<file path="config.mk">
export PLATFORM = sky130hd
export DESIGN_NAME = poly_synth_core_flat
export DESIGN_NICKNAME = d
export VERILOG_FILES = /design/src/rtl/poly_synth_core_if.sv /design/src/rtl/poly_synth_core.sv /design/src/flat_wrapper.sv
export SDC_FILE = /design/constraint.sdc
export NUM_CORES = 1
export LEC_CHECK = 0
export BUFFER_PORTS_ARGS = -buffer_cell sky130_fd_sc_hd__clkbuf_2
export CELL_PAD_IN_SITES_DETAIL_PLACEMENT = 0
export CELL_PAD_IN_SITES_GLOBAL_PLACEMENT = 1
export CORE_MARGIN = 5
export CORE_UTILIZATION = 41
export CTS_CLUSTER_DIAMETER = 150
export DETAILED_ROUTE_END_ITERATION = 8
export GPL_ROUTABILITY_DRIVEN = 0
export PLACE_DENSITY = 0.7
export SLEW_MARGIN = 0
export SYNTH_ARGS = -nofsm -noshare
export SYNTH_HDL_FRONTEND = slang
export SYNTH_SLANG_ARGS = --single-unit
</file>
<file path="constraint.sdc">
create_clock -name clk -period 4.1 [get_ports clk]
set_clock_uncertainty 0.1 [all_clocks]
set_input_delay 0.41 -clock clk [delete_from_list [all_inputs] [get_ports clk]]
set_output_delay 0.41 -clock clk [all_outputs]
set_load 0.1 [all_outputs]
</file>
<file path="src/rtl/poly_synth_core_if.sv">
// Keypad/audio bundle between the keypad front end and poly_synth_core.
// SYNTH_OCTAVE_SHIFT_EN adds the octave_i select.
interface poly_synth_core_if #(
  parameter int KEYS   = 15,
  parameter int VOICES = 4
);
  logic              en;
  logic [KEYS-1:0]   keypad_i;
  logic              pwm_o;
  logic [VOICES-1:0] active_o;
`ifdef SYNTH_OCTAVE_SHIFT_EN
  logic [1:0]        octave_i;
`endif

  modport master (
    output en, keypad_i,
`ifdef SYNTH_OCTAVE_SHIFT_EN
    output octave_i,
`endif
    input  pwm_o, active_o
  );

  modport slave (
    input  en, keypad_i,
`ifdef SYNTH_OCTAVE_SHIFT_EN
    input  octave_i,
`endif
    output pwm_o, active_o
  );
endinterface

</file>
<file path="src/rtl/poly_synth_core.sv">
// Polyphonic keypad synth: press-edge voice allocation, square-wave voices with decay, PWM mix.
// Optional SYNTH_OCTAVE_SHIFT_EN: voices latch HALF[k] >> octave_i at allocation/retrigger.
module poly_synth_voice #(
  parameter int KW          = 4,
  parameter int AMP_W       = 4,
  parameter int HW          = 15,
  parameter int DECAY_TICKS = 256
)(
  input  logic                clk,
  input  logic                n_rst,
  input  logic                en,
  input  logic                tick,
  input  logic                alloc,
  input  logic                retrig,
  input  logic [(1<<KW)-1:0]  keys,
  input  logic [KW-1:0]       new_key,
  input  logic [HW-1:0]       new_half,
  output logic                idle,
  output logic                rel,
  output logic [KW-1:0]       owner,
  output logic [AMP_W-1:0]    amp,
  output logic                sq
);
  localparam int DW = $clog2(DECAY_TICKS) + 1;
  localparam logic [AMP_W-1:0] FULL = '1;

  typedef enum logic [1:0] {IDLE, HOLD, RELEASE} vstate_t;

  vstate_t       st;
  logic [HW-1:0] half, div;
  logic [DW-1:0] dcnt;

  always_ff @(posedge clk or negedge n_rst) begin
    if (!n_rst) begin
      st <= IDLE; amp <= '0; owner <= '0; half <= '0; div <= '0; sq <= 1'b0; dcnt <= '0;
    end else if (!en) begin
      st <= IDLE; amp <= '0;
    end else begin
      // Retrigger leaves the divider running so the waveform phase is continuous.
      if (alloc) begin
        div <= new_half; sq <= 1'b1; owner <= new_key;
      end else if (st != IDLE && tick) begin
        if (div <= HW'(1)) begin
          div <= half; sq <= ~sq;
        end else begin
          div <= div - 1'b1;
        end
      end
      if (alloc || retrig) begin
        st <= HOLD; amp <= FULL; half <= new_half; dcnt <= '0;
      end else begin
        case (st)
          HOLD: if (!keys[owner]) begin
            st <= RELEASE; dcnt <= '0;
          end
          RELEASE: if (amp == '0) begin
            st <= IDLE;
          end else if (tick) begin
            if (dcnt == DW'(DECAY_TICKS - 1)) begin
              dcnt <= '0;
              amp  <= amp - 1'b1;
              if (amp == AMP_W'(1)) st <= IDLE;
            end else begin
              dcnt <= dcnt + 1'b1;
            end
          end
          default: ;
        endcase
      end
    end
  end

  assign idle = (st == IDLE);
  assign rel  = (st == RELEASE);
endmodule

module poly_synth_core #(
  parameter int KEYS        = 15,
  parameter int VOICES      = 4,
  parameter int AMP_W       = 4,
  parameter int PRESCALE    = 1,
  parameter int DECAY_TICKS = 256
)(
  input  logic               clk,
  input  logic               n_rst,
  poly_synth_core_if.slave   bus
);
  localparam int KW    = (KEYS > 1) ? $clog2(KEYS) : 1;
  localparam int KP    = 1 << KW;
  localparam int HW    = 15;
  localparam int MIX_W = AMP_W + $clog2(VOICES) + 1;
  localparam int PW    = (PRESCALE > 1) ? $clog2(PRESCALE) : 1;

  // Half-period in 10 MHz ticks; octaves above the table are rounded halvings (key 13 exact).
  function automatic int half_of(input int k);
    int b;
    case (k % 12)
      0: b = 19111;  1: b = 18039;  2: b = 17026;  3: b = 16071;
      4: b = 15169;  5: b = 14317;  6: b = 13514;  7: b = 12755;
      8: b = 12039;  9: b = 11364; 10: b = 10726; default: b = 10124;
    endcase
    if (k == 13) return 9019;
    return (b + ((1 << (k / 12)) >> 1)) >> (k / 12);
  endfunction

  logic [KEYS-1:0]              key_q, pending, cand;
  logic [KP-1:0]                keys;
  logic [KP-1:0][HW-1:0]        half_tab;
  logic                         serve, hit;
  logic [KW-1:0]                sel;
  logic [HW-1:0]                sel_half;
  logic [VOICES-1:0]            alloc, retrig, v_idle, v_rel, v_sq;
  logic [VOICES-1:0][KW-1:0]    v_owner;
  logic [VOICES-1:0][AMP_W-1:0] v_amp;
  logic [PW-1:0]                pre_cnt;
  logic                         tick;
  logic [MIX_W-1:0]             mix, mix_sum, pwm_cnt;

  assign keys = KP'(bus.keypad_i);
  assign cand = pending & bus.keypad_i;

  for (genvar g = 0; g < KP; g++) begin : g_half
    assign half_tab[g] = HW'(half_of(g < KEYS ? g : 0));
  end

`ifdef SYNTH_OCTAVE_SHIFT_EN
  assign sel_half = half_tab[sel] >> bus.octave_i;
`else
  assign sel_half = half_tab[sel];
`endif

  always_comb begin
    serve = 1'b0;
    sel   = '0;
    for (int k = KEYS - 1; k >= 0; k--)
      if (cand[k]) begin serve = 1'b1; sel = KW'(k); end
  end

  // A releasing owner of the key wins over a fresh idle voice; no stealing otherwise.
  always_comb begin
    hit    = 1'b0;
    retrig = '0;
    alloc  = '0;
    for (int v = VOICES - 1; v >= 0; v--)
      if (serve && v_rel[v] && v_owner[v] == sel) begin
        retrig = '0; retrig[v] = 1'b1; hit = 1'b1;
      end
    for (int v = VOICES - 1; v >= 0; v--)
      if (serve && !hit && v_idle[v]) begin
        alloc = '0; alloc[v] = 1'b1;
      end
  end

  assign tick = (pre_cnt == PW'(PRESCALE - 1));

  always_ff @(posedge clk or negedge n_rst) begin
    if (!n_rst) begin
      key_q <= '0; pending <= '0; pre_cnt <= '0;
    end else begin
      key_q   <= bus.keypad_i;
      pre_cnt <= tick ? '0 : pre_cnt + 1'b1;
      if (!bus.en) begin
        pending <= '0;
      end else begin
        pending <= (pending | (bus.keypad_i & ~key_q)) & bus.keypad_i;
        if (serve) pending[sel] <= 1'b0;
      end
    end
  end

  for (genvar v = 0; v < VOICES; v++) begin : g_voice
    poly_synth_voice #(
      .KW(KW), .AMP_W(AMP_W), .HW(HW), .DECAY_TICKS(DECAY_TICKS)
    ) u_voice (
      .clk(clk), .n_rst(n_rst), .en(bus.en), .tick(tick),
      .alloc(alloc[v]), .retrig(retrig[v]), .keys(keys),
      .new_key(sel), .new_half(sel_half),
      .idle(v_idle[v]), .rel(v_rel[v]), .owner(v_owner[v]),
      .amp(v_amp[v]), .sq(v_sq[v])
    );
  end

  always_comb begin
    mix_sum = '0;
    for (int v = 0; v < VOICES; v++)
      if (v_sq[v]) mix_sum = mix_sum + MIX_W'(v_amp[v]);
  end

  always_ff @(posedge clk or negedge n_rst) begin
    if (!n_rst) begin
      mix <= '0; pwm_cnt <= '0; bus.pwm_o <= 1'b0;
    end else begin
      mix       <= bus.en ? mix_sum : '0;
      pwm_cnt   <= pwm_cnt + 1'b1;
      bus.pwm_o <= (pwm_cnt < mix);
    end
  end

  assign bus.active_o = ~v_idle;
endmodule
</file>
<file path="src/flat_wrapper.sv">
// flat-port wrapper written by rule: the top's interface ports become plain ports
module poly_synth_core_flat 
#(
  parameter int KEYS        = 15,
  parameter int VOICES      = 4,
  parameter int AMP_W       = 4,
  parameter int PRESCALE    = 1,
  parameter int DECAY_TICKS = 256
)
  (clk, n_rst, bus_en, bus_keypad_i, bus_pwm_o, bus_active_o);
  poly_synth_core_if #(.KEYS(KEYS), .VOICES(VOICES)) bus_i ();
  input  logic clk;
  input  logic n_rst;
  input wire logic [$bits(bus_i.en)-1:0] bus_en;
  input wire logic [$bits(bus_i.keypad_i)-1:0] bus_keypad_i;
  output wire logic [$bits(bus_i.pwm_o)-1:0] bus_pwm_o;
  output wire logic [$bits(bus_i.active_o)-1:0] bus_active_o;
  assign bus_i.en = bus_en;
  assign bus_i.keypad_i = bus_keypad_i;
  assign bus_pwm_o = bus_i.pwm_o;
  assign bus_active_o = bus_i.active_o;
  poly_synth_core #(.KEYS(KEYS), .VOICES(VOICES), .AMP_W(AMP_W), .PRESCALE(PRESCALE), .DECAY_TICKS(DECAY_TICKS)) u_core (.clk(clk), .n_rst(n_rst), .bus(bus_i));
endmodule
</file>
==> impl_metrics.py <==
metrics = {
    "yosys": {
        "number_of_enable_type_register_cells_in_the_synthesized_netlist": 0,
        "postSynth.asyncResetShare_pct": 100,
        "synth_area_leader_cell": "sky130_fd_sc_hd__dfrtp_1",
        "syn-cell-area_mm2": 0.0152,
        "avgSynthCellArea_um2": 9.16,
        "post_synth_inst_count": 1656,
        "synth_seq_area_share_pct": 40.4,
        "syn_nets": 1725,
        "yosysUniqueCellTypes": 94,
        "total_number_of_yosys_warnings": 0,
        "ys_top_cells_by_count": "245 x sky130_fd_sc_hd__dfrtp_1, 169 x sky130_fd_sc_hd__o21ai_0, 142 x sky130_fd_sc_hd__nand2_1",
        "synth_top_cell_area_share_pct": 40.4,
        "synth_seq_cells": 245,
        "ys.flop_type": "sky130_fd_sc_hd__dfrtp_1",
        "synth.most_common_cell": "sky130_fd_sc_hd__dfrtp_1",
        "yosys-top-cells-area": "sky130_fd_sc_hd__dfrtp_1 40%, sky130_fd_sc_hd__o21ai_0 5.6%, sky130_fd_sc_hd__ha_1 4.0%, sky130_fd_sc_hd__mux2i_1 3.8%, sky130_fd_sc_hd__a21oi_1 3.7%",
    },
    "drt": {
        "drt_drc_violations_left": 0,
        "wirelength_mm": 43.2,
        "drt-wirelength-per-cell_um": 19.6,
        "drt-vias-per-instance": 5.82,
        "detailedRoute.firstIterationViolations": 815,
        "detailedRoute.firstPassIterationCount": 5,
        "drt_antenna_net_count": 0,
        "routed-via-count": 12800,
    },
    "sta": {
        "fin_crit_ns": 3.86,
        "max_freq_mhz": 259,
        "finalCritPeriodShare_pct": 94.1,
        "worst_slew_pin_slew_ns": 1.06,
        "timing.hold.ws_ns": 0.298,
        "setup_viol_count_final": 0,
        "grt_setup_unrepaired": "false",
        "hold_violations": 0,
        "finalMaxSlewViolations": 0,
        "setup_tns_ns": 0,
        "timing.slew.headroom_pct": 29.0,
    },
    "clock_tree": {
        "clock_path_buffers": 3,
        "cts_inserted_buffers": 29,
        "tritoncts_num_sinks": 245,
        "post-cts-setup-buffer-count": 0,
        "clk_latency_ns": 0.57,
        "root_buffer": "sky130_fd_sc_hd__clkbuf_16",
        "htree_num_levels": 1,
        "tritoncts": "built",
        "worst_setup_hold_path_clk_slew_ns": 0.06,
    },
    "global_routing": {
        "vias_in_the_first_global_route": 12500,
        "grt_antenna_before_repair": 0,
        "globalRouteTotalUtil_pct": 20.9,
        "pin_count_of_the_biggest_net_entering_global_routing": 84,
        "grt_remaining_overflow": 0,
        "grt_first_pass_wirelength_mm": 70.1,
    },
    "place": {
        "dpl-instance-area_mm2": 0.0161,
        "place.detailed.hpwl_mm": 30.6,
        "io_buffers": 22,
    },
    "die": {
        "dieWidth_um": 202,
        "die_height_um": 202,
        "placement_rows": 70,
        "core_region_area_mm2": 0.0366,
        "ios": 23,
        "start_util_pct": 41.4,
        "design.die.area_mm2": 0.0409,
    },
    "setup_path": {
        "critPathRequiredTime_ns": 4.41,
        "worst_ep_arrival_time_ns": 4.17,
        "critPathCaptureType": "flip-flop",
        "setup.worst_path.start_class": "flip-flop",
        "timing.critical_path.fanout_max": 6,
        "critical_path_class": "flip-flop to flip-flop",
    },
    "finish": {
        "antennaDiodeCount": 0,
        "final_util_pct": 47.1,
        "fin_area_mm2": 0.0173,
        "synthToLayoutAreaGrowth_pct": 13.7,
        "final_layout_size_suffix_gt1_share_pct": 14.7,
        "design.final.nets": 1780,
    },
    "pwr": {
        "leak_pwr_nw": 7.73,
        "ir_drop_v": 0.000354,
        "power.density_cell_area_mw_per_mm2": 587,
    },
    "run_status": {
        "run_status": "finished clean",
    },
    "run": {
        "maxCapViolations": 0,
    },
    "hold_path": {
        "timing.hold.worst.class": "input pin to async pin",
    },
}
logic make-up (layout without fill, tap and decap cells):
group | Yosys count | in the layout | synth area share [%]
compound gates | 494 | 494 | 20.7
xor+xnor | 69 | 69 | 3.98
fa+ha+maj | 51 | 51 | 4.35
buf+inv | 166 | 243 | 4.67
flops | 245 | 245 | 40.4
mux | 121 | 121 | 9.47
simple gates | 510 | 510 | 16.4
critical path: stages (launching register included):
cell                       delay (ns)
sky130_fd_sc_hd__dfrtp_1         0.43
sky130_fd_sc_hd__inv_1           0.11
sky130_fd_sc_hd__nor2_1          0.05
sky130_fd_sc_hd__ha_1            0.23
sky130_fd_sc_hd__fa_1            0.51
sky130_fd_sc_hd__nand2_1         0.04
sky130_fd_sc_hd__o21ai_1         0.19
sky130_fd_sc_hd__inv_1           0.11
sky130_fd_sc_hd__fa_1            0.47
sky130_fd_sc_hd__xnor2_1         0.14
sky130_fd_sc_hd__mux2_2          0.28
sky130_fd_sc_hd__ha_1            0.32
sky130_fd_sc_hd__a21oi_1         0.10
sky130_fd_sc_hd__nand2b_1        0.15
sky130_fd_sc_hd__a211oi_1        0.27
sky130_fd_sc_hd__xor2_1          0.17
sky130_fd_sc_hd__nor2_1          0.05
final cells by class:
| class | count | area, µm² |
|---|---|---|
| clock inverters | 13 | 179 |
| inverters | 80 | 303 |
| clock buffers | 40 | 837 |
| multi-input cells | 1245 | 8360 |
| flip-flops and latches | 245 | 6130 |
| well taps | 468 | 586 |
| repair buffers | 110 | 858 |
| fillers | 3518 | 19400 |
metrics by stage:
stage / power (mW) / instances / setup WS, ns
final: 10.1 / 2201 / 0.241
after global routing: 10.8 / 2201 / 0.0208
after CTS: 10.2 / 2201 / 0.215
after detailed placement: 7.39 / 2132 / 0.211
after global placement: 7.30 / 2132 / 0.254
after floorplan: 6.24 / 1656 / 0.504
what timing repair did:
item,in CTS,in global routing
hold buffers,16,0
gates resized for setup,0,4
endpoints found under the setup margin,0,2
hold endpoints to repair,94,0
placed cells by master (no fill, tap or decap), types with 12 or more instances in the layout:
master                          instances
sky130_fd_sc_hd__ha_1                  48
sky130_fd_sc_hd__a21oi_1              113
sky130_fd_sc_hd__and3_1                15
sky130_fd_sc_hd__a31oi_1               25
sky130_fd_sc_hd__a211oi_1              15
sky130_fd_sc_hd__nand2b_1              19
sky130_fd_sc_hd__a22o_1                13
sky130_fd_sc_hd__clkbuf_2              21
sky130_fd_sc_hd__o211ai_1              22
sky130_fd_sc_hd__clkbuf_16             29
sky130_fd_sc_hd__nand3_1               50
sky130_fd_sc_hd__xor2_1                22
sky130_fd_sc_hd__dfrtp_1              245
sky130_fd_sc_hd__nor3_1                51
sky130_fd_sc_hd__dlygate4sd3_1         16
sky130_fd_sc_hd__mux2i_1               58
sky130_fd_sc_hd__o21ai_0              166
sky130_fd_sc_hd__mux4_2                13
sky130_fd_sc_hd__inv_1                 77
sky130_fd_sc_hd__nor2_1               128
sky130_fd_sc_hd__a21o_1                21
sky130_fd_sc_hd__or2_2                 12
sky130_fd_sc_hd__buf_4                 69
sky130_fd_sc_hd__xnor2_1               47
sky130_fd_sc_hd__nor4_1                16
sky130_fd_sc_hd__nand2_1              142
sky130_fd_sc_hd__a22oi_1               12
sky130_fd_sc_hd__nor2b_1               16
sky130_fd_sc_hd__mux2_2                50
sky130_fd_sc_hd__a211o_1               12
flip-flops by register name, summed over array words and instances (netlist names):
register,count
u_core.g_voice.u_voice.div,60
u_core.g_voice.u_voice.half,60
u_core.g_voice.u_voice.dcnt,36
u_core.g_voice.u_voice.amp,16
u_core.g_voice.u_voice.owner,16
u_core.key_q,15
u_core.pending,15
u_core.g_voice.u_voice.st,8
u_core.mix,7
u_core.pwm_cnt,7
u_core.g_voice.u_voice.sq,4
u_core.bus.pwm_o,1
routing by layer:
layer	wire length [µm]	global-route usage (%)
met1	20300	29.7
met2	19700	33.5
met3	2040	3.27
met4	1160	5.55
met5	0	0
final timing paths:
| kind | startpoint | end | slack [ns] | cells past startpoint |
|---|---|---|---|---|
| min in group clk | bus_en | u_core.g_voice[2].u_voice.st[1] | 0.39 | 3 |
| hold / removal | n_rst | u_core.bus.pwm_o | 0.30 | 2 |
| setup reg to reg | u_core.g_voice[0].u_voice.sq | u_core.mix[5] | 0.24 | 16 |
| hold reg to reg | u_core.pwm_cnt[6] | u_core.pwm_cnt[6] | 0.39 | 1 |
| max in group asynchronous | n_rst | u_core.g_voice[3].u_voice.div[3] | 2.60 | 3 |
| setup / recovery | u_core.g_voice[0].u_voice.sq | u_core.mix[5] | 0.24 | 16 |
power by group:
part	total [mW]	switching, mW	internal (mW)
Combinational	3.72	2.07	1.66
Sequential	3.66	0.631	3.02
Clock	2.75	1.08	1.67
Total	10.1	3.77	6.36
Note: power is estimated with default switching activity, not from simulation.
